===== src/rtl/uart_tx_serializer_cfg.sv =====
// Parallel-to-serial engine for the UART TX path: one-entry holding buffer, runtime
// frame length and bit order. Define SER_PARITY_EN to add the frame parity register.
module uart_tx_serializer_cfg #(
    parameter int DATA_WIDTH = 9,
    parameter int LEN_W      = $clog2(DATA_WIDTH + 1)
) (
    input  logic                  clk,
    input  logic                  rst,
    input  logic [DATA_WIDTH-1:0] p_data,
    input  logic                  p_valid,
    output logic                  p_ready,
    input  logic [LEN_W-1:0]      cfg_len,
    input  logic                  cfg_msb_first,
    input  logic                  cfg_par_odd,
    input  logic                  ser_start,
    input  logic                  ser_en,
    output logic                  ser_data,
    output logic                  ser_done,
    output logic                  ser_busy,
    output logic                  buf_full,
    output logic                  par_bit
);

    typedef enum logic {IDLE = 1'b0, SHIFT = 1'b1} state_t;

    state_t                state_q, state_d;
    logic [DATA_WIDTH-1:0] hold_q, hold_d;
    logic [DATA_WIDTH-1:0] shreg_q, shreg_d;
    logic [LEN_W-1:0]      cnt_q, cnt_d;
    logic [LEN_W-1:0]      len_q, len_d;
    logic                  msb_q, msb_d;
    logic                  buf_full_q, buf_full_d;
    logic [LEN_W-1:0]      len_clamped;
    logic                  load;
    logic                  last_bit;

    // Out-of-range lengths are folded into 1..DATA_WIDTH before being latched.
    always_comb begin
        len_clamped = cfg_len;
        if (cfg_len == '0)
            len_clamped = LEN_W'(1);
        else if (cfg_len > LEN_W'(DATA_WIDTH))
            len_clamped = LEN_W'(DATA_WIDTH);
    end

    assign load     = (state_q == IDLE) && ser_start && buf_full_q;
    assign last_bit = (state_q == SHIFT) && (cnt_q == len_q - LEN_W'(1));

    // State register
    always_ff @(posedge clk or negedge rst) begin
        if (!rst)
            state_q <= IDLE;
        else
            state_q <= state_d;
    end

    // Next-state logic
    always_comb begin
        state_d = state_q;
        case (state_q)
            IDLE:    if (load) state_d = SHIFT;
            SHIFT:   if (ser_en && last_bit) state_d = IDLE;
            default: state_d = IDLE;
        endcase
    end

    // Output logic
    always_comb begin
        ser_busy = (state_q == SHIFT);
        ser_done = last_bit;
        ser_data = 1'b1;
        if (state_q == SHIFT)
            ser_data = msb_q ? shreg_q[len_q - LEN_W'(1)] : shreg_q[0];
    end

    // NOTE: every variable gets its hold value first so no path leaves it unassigned (no latch).
    always_comb begin
        hold_d     = hold_q;
        buf_full_d = buf_full_q;
        shreg_d    = shreg_q;
        cnt_d      = cnt_q;
        len_d      = len_q;
        msb_d      = msb_q;
        // Acceptance depends only on the registered full flag; load and accept are exclusive.
        if (p_valid && !buf_full_q) begin
            hold_d     = p_data;
            buf_full_d = 1'b1;
        end
        if (load) begin
            shreg_d    = hold_q;
            cnt_d      = '0;
            buf_full_d = 1'b0;
            len_d      = len_clamped;
            msb_d      = cfg_msb_first;
        end else if ((state_q == SHIFT) && ser_en) begin
            cnt_d   = cnt_q + LEN_W'(1);
            shreg_d = msb_q ? (shreg_q << 1) : (shreg_q >> 1);
        end
    end

    // NOTE: sequential state uses non-blocking assignments so all flops update together.
    // The holding register is reset too, so an aborted frame leaves nothing to replay.
    always_ff @(posedge clk or negedge rst) begin
        if (!rst) begin
            hold_q     <= '0;
            buf_full_q <= 1'b0;
            shreg_q    <= '0;
            cnt_q      <= '0;
            len_q      <= '0;
            msb_q      <= 1'b0;
        end else begin
            hold_q     <= hold_d;
            buf_full_q <= buf_full_d;
            shreg_q    <= shreg_d;
            cnt_q      <= cnt_d;
            len_q      <= len_d;
            msb_q      <= msb_d;
        end
    end

    assign p_ready  = !buf_full_q;
    assign buf_full = buf_full_q;

`ifdef SER_PARITY_EN
    logic                  par_q, par_d;
    logic [DATA_WIDTH-1:0] len_mask;

    // Parity covers only the bits that will actually be shifted out.
    always_comb begin
        for (int i = 0; i < DATA_WIDTH; i++)
            len_mask[i] = (i < int'(len_clamped));
        par_d = par_q;
        if (load)
            par_d = (^(hold_q & len_mask)) ^ cfg_par_odd;
    end

    always_ff @(posedge clk or negedge rst) begin
        if (!rst)
            par_q <= 1'b0;
        else
            par_q <= par_d;
    end

    assign par_bit = par_q;
`else
    logic unused_par_odd;

    assign unused_par_odd = cfg_par_odd;
    assign par_bit        = 1'b0;
`endif

endmodule


===== config.mk =====
export PLATFORM = sky130hd
export DESIGN_NAME = uart_tx_serializer_cfg
export DESIGN_NICKNAME = d
export VERILOG_FILES = /design/src/rtl/uart_tx_serializer_cfg.sv
export SDC_FILE = /design/constraint.sdc
export NUM_CORES = 1
export LEC_CHECK = 0
export ABC_AREA = 0
export CORE_MARGIN = 5
export CORE_UTILIZATION = 52
export DETAILED_ROUTE_END_ITERATION = 16
export GPL_TIMING_DRIVEN = 1
export PLACE_DENSITY = 0.84
export SETUP_SLACK_MARGIN = 0.05
export SYNTH_ARGS = -nofsm -noshare
export SYNTH_HDL_FRONTEND = slang
export SYNTH_SLANG_ARGS = --single-unit
export TNS_END_PERCENT = 30

===== constraint.sdc =====
create_clock -name clk -period 2.12 [get_ports clk]
set_input_delay 0.318 -clock clk [delete_from_list [all_inputs] [get_ports clk]]
set_output_delay 0.318 -clock clk [all_outputs]
set_load 0.005 [all_outputs]

# --- Yosys cells after proc, flatten, opt, wreduce, memory -nomap -nowiden ---
# Index checks and enable logic that the tools add are counted.
totals:
  word_cells: 39
  input_bits: 20
  out_inout_bits: 6
  reg_bits: 29
op_classes:
  n_reduce_logical: 10
  eq_ne: 1
  mux: 16
  addsub: 2
  order_cmp: 2
  n_bitwise: 1
op_table:
  columns: ["operator", "count"]
  rows:
  - ["9-bit 2-to-1 mux", 3]
  - ["4-bit 2-to-1 mux", 4]
  - ["1-bit 2-to-1 mux", 7]
  - ["1-bit logical AND", 6]
  - ["4-bit by 5-bit less-than comparator with 1-bit output (second input constant)", 1]
  - ["4-bit by 1-bit adder with 4-bit output (second input constant)", 1]
  - ["1-bit binary-select mux with 4-bit select", 1]
  - ["4-bit == test", 1]
  - ["4-bit > comparator (second input constant)", 1]
  - ["4-bit logical NOT", 1]
  - ["2-bit nonzero test", 2]
  - ["4-bit by 1-bit subtractor with 4-bit output (second input constant)", 1]
  - ["1-bit case mux with 2 select lines", 1]
  - ["1-bit logical NOT", 1]
  - ["1-bit inverter", 1]

# --- Longest topological paths before layout ---
depth:
  depth_word: 6
  mapped_depth: 7
  mapped_depth_nobuf: 6

# --- Worst setup path before layout ---
# Ideal clock, no wire load.
synth_path:
  path_kind: "flip-flop to output port"
  from: "reg len_q[0]"
  to: "out ser_data"
  n_path_buf: 1
  path_stages_with_launch: 7
  t_arrival_ns: 1.674
  required_time_ns: 1.802
  path_slack_ns: 0.128
  path_cell_list: "dfrtp_1 -> buf_6 -> inv_1 -> ha_1 -> mux4_2 -> o221ai_1 -> o221ai_2"
synth_via:
  elab_chain_cells: 5
synth_rtl:
  columns: ["item", "line_no", "text"]
  rows:
  - ["start: declaration", "30", "logic [LEN_W-1:0] len_q, len_d;"]
  - ["start signal: assignment", "116", "len_q <= len_d;"]
  - ["4-bit by 1-bit subtractor with 4-bit output", "73", "ser_data = msb_q ? shreg_q[len_q - LEN_W'(1)] : shreg_q[0];"]
  - ["1-bit binary-select mux with 4-bit select", "73", null]
  - ["1-bit 2-to-1 mux (not written as such)", "73", null]
  - ["1-bit 2-to-1 mux", "73", null]
  - ["1-bit 2-to-1 mux", "72", "if (state_q == SHIFT)"]
  - ["end: declaration", "17", "output logic ser_data,"]
# No other way between the ends. The select of a mux whose other input is x is not followed.

# --- Final worst setup path ---
layout_path:
  from: "reg len_q[1]"
  to: "out ser_data"
# The elaborated chain is that of the path after synthesis.

==> impl_results.md <==
* First-pass GRT wire length at 5790 um
* Die Area at 0.00414 mm^2
* Levels on crit path at 7
* Endpoints failing setup at 1
* Cts hold-fix bufs at 0
* Synth cell types at 42
* Largest cells by area after synthesis: dfrtp_1 (47%), mux2_2 (5.1%), nand2_1 (4.6%)
* Slew Viols, Final at 0
* Die Ht at 64.4 um
* Largest net degree at the start of global routing at 30
* Fillers at 223
* Critical-path cell list: buf_4 > buf_4 > o31a_1 > a311oi_1 > and3b_1 > o221ai_2 > buf_2
* IO Port Bufs at 23
* Status: finished with violations
* Max incr delay on CP at 0.40 ns
* Core footprint at 0.00281 mm^2
* Crit path capture: ser_data
* Total clock sinks at 29
* Initial antenna violation count at 0
* Sequential-to-total area share from yosys stat at 47.2%
* Seq cells post-synth at 29
* Commonest cells after routing, fill and taps aside: dfrtp_1 (29), clkdlybuf4s50_1 (21), nand2_1 (19)
* P per Cell Area at 1470 mW/mm^2
* Vias per cell at 5.63
* R2R Setup Slk at 0.35 ns
* Worst R2R Path Depth at 8
* Slowest CP cell: dfrtp_1
* WS Path Type: flip-flop to output pin
* Worst-Margin Slew at 0.538 ns
* Reg-to-reg startpoint: len_q[1]
* Final min period at 2.31 ns
* Vias in the first global route at 1265
* Final antenna diode count at 0
* CP delay by family, top: compound AO/OA/AOI/OAI gates
* Failing checks: negative setup slack
* Worst min path class: input pin to asynchronous set/reset pin
* Clock Path Buffers at 2
* Yosys top cell by area: dfrtp_1
* Setup WS post-layout at -0.195 ns
* Fraction of layout instances using a drive strength above 1 at 23.3%
* Skew final at 0.0153 ns
* Nets@finish at 211
* Register area at 726 um^2
* Most frequent CP cell: buf_4
* Leakage at 0.861 nW
* Final Hold Viols at 0
* DR pass1 iterations at 4
* Tcrit/Tclk final at 109%
* Syn_nets at 173
* DR vias at 1239
* Top-level I/O count at 26
* Tot GR Track Use at 18.1%
* Worst Path Max Fanout at 3
* Remaining global-route overflow at 0
* Critical Path Source: len_q[1]
* Syn Std Cell Area at 0.00154 mm^2
* Pre-CTS setup slack at -0.240 ns
* GPL Wtd Cong at 0.810
* DRC at 0
* Total CTS buffers at 5
* Commonest non-fill, non-tap cell in the layout: dfrtp_1
* Syn avg cell area at 10.2 um^2
* Warnings, synthesis at 0
* Post-Syn Instances at 151
* Setup TNS Final at -0.195 ns
* Die X at 64.4 um
* Routed Antenna Nets at 0
* Clock Pin Slew Worst Setup and Hold Paths at 0.10 ns
* Worst-Skew Late Latency at 0.33 ns
* Unrepaired setup endpoints after global routing: true
* FP Rows at 19
* Routed WL per cell at 15.0 um
* Critical Path AT at 2.00 ns
* CP startpoint kind: flip-flop
* Clock Tree Root: clkbuf_4
* Fmax at 432 MHz
* Initial drt markers at 40
* Drt total wl at 3310 um
* H-tree depth at 2
* Worst relative slew slack at 64.0%
* Worst Setup End Kind: output pin
* CTS tree: yes
* Worst IR drop on VDD at 0.000716 V
* Layout area overhead at 27.5%
* Final Util at 69.8%
* Initial core utilization at 54.8%
* Detailed Place HPWL at 2330 um
* Multi-input gate area at 785 um^2
* CP Buf/Inv Count at 3
* Post-synth top area share at 47.2%
* RR Endpoint: ser_busy
* Maxcap violations at 0
* Critical path required time at 1.80 ns
==> cell families after synthesis <==
| group | share of synthesized area, % |
|---|---|
| AOI/OAI and AO/OA | 11.1 |
| xor gates and xnor gates | 5.94 |
| adders and majority gates | 1.63 |
| buffers and inverters | 3.91 |
| DFF | 47.2 |
| muxes | 12.6 |
| other | 0.244 |
| and+or+nand+nor | 17.3 |
==> power breakdown <==
group	internal (W)	switching [W]	total [W]	leakage, nW
sequential	0.000807	0.000243	0.00105	0.354
combinational	0.000828	0.000655	0.00148	0.475
clock	0.000156	0.000182	0.000338	0.0314
==> layer usage <==
metal	GRT usage, %	routed length [um]
met1	21.0	1370
met2	31.3	1670
met3	5.60	189
met5	0	0
met4	6.86	68
==> flip-flops by register name, indices dropped and copies added (netlist names) <==
name,count
buf_full,1
hold_q,9
ser_busy,1
msb_q,1
shreg_q,9
len_q,4
cnt_q,4
==> synth_stat cells (all sizes together) <==
library cell	number
o21ai	11
mux2i	7
nor3	2
a31oi	2
nor4	1
a21oi	8
inv	4
o31a	1
xor2	5
nor2	15
o2111ai	1
a311oi	1
o22ai	2
nand3b	2
xnor3	1
nor3b	2
mux4	1
or3	1
and2	2
clkbuf	3
dfrtp	29
conb	1
o221ai	2
mux2	9
ha	2
nand2b	2
nand4	1
xnor2	2
buf	5
nor2b	2
nand2	19
and3b	1
nand3	4
==> through the flow <==
stage / hold WS (ns) / instance area, um^2 / instances / power [W]
floorplan: 0.0224 / 1540 / 151 / 0.00192
global placement: 0.463 / 1860 / 210 / 0.00235
detailed placement: 0.482 / 1860 / 210 / 0.00243
CTS: 0.381 / 1940 / 220 / 0.00283
global route: 0.391 / 1960 / 220 / 0.00312
finish: 0.365 / 1960 / 220 / 0.00287
==> how the worst min path moves through the flow <==
stage                    from    endpoint  slack (ns)  depth (start not counted)
floorplan                 rst    buf_full        0.02                          0
global placement    hold_q[4]  shreg_q[4]        0.46                          2
detailed placement  hold_q[6]  shreg_q[6]        0.48                          2
CTS                       rst    ser_busy        0.38                          2
global route              rst    ser_busy        0.39                          2
finish                    rst    ser_busy        0.36                          2
==> area by class of cell <==
type	count	area share [%]
clock buffers	7	2.81
inverters	4	0.766
multi-input cells	110	40.0
flip-flops and latches	29	37.0
well taps	31	1.98
repair buffers	39	17.4
==> what timing repair did <==
item / in CTS / in global routing
pin swaps: 3 / 4
buffers inserted: 3 / 0
resized for setup: 12 / 2
endpoints found under the setup margin: 2 / 2
Note: power is estimated with default switching activity, not from simulation.
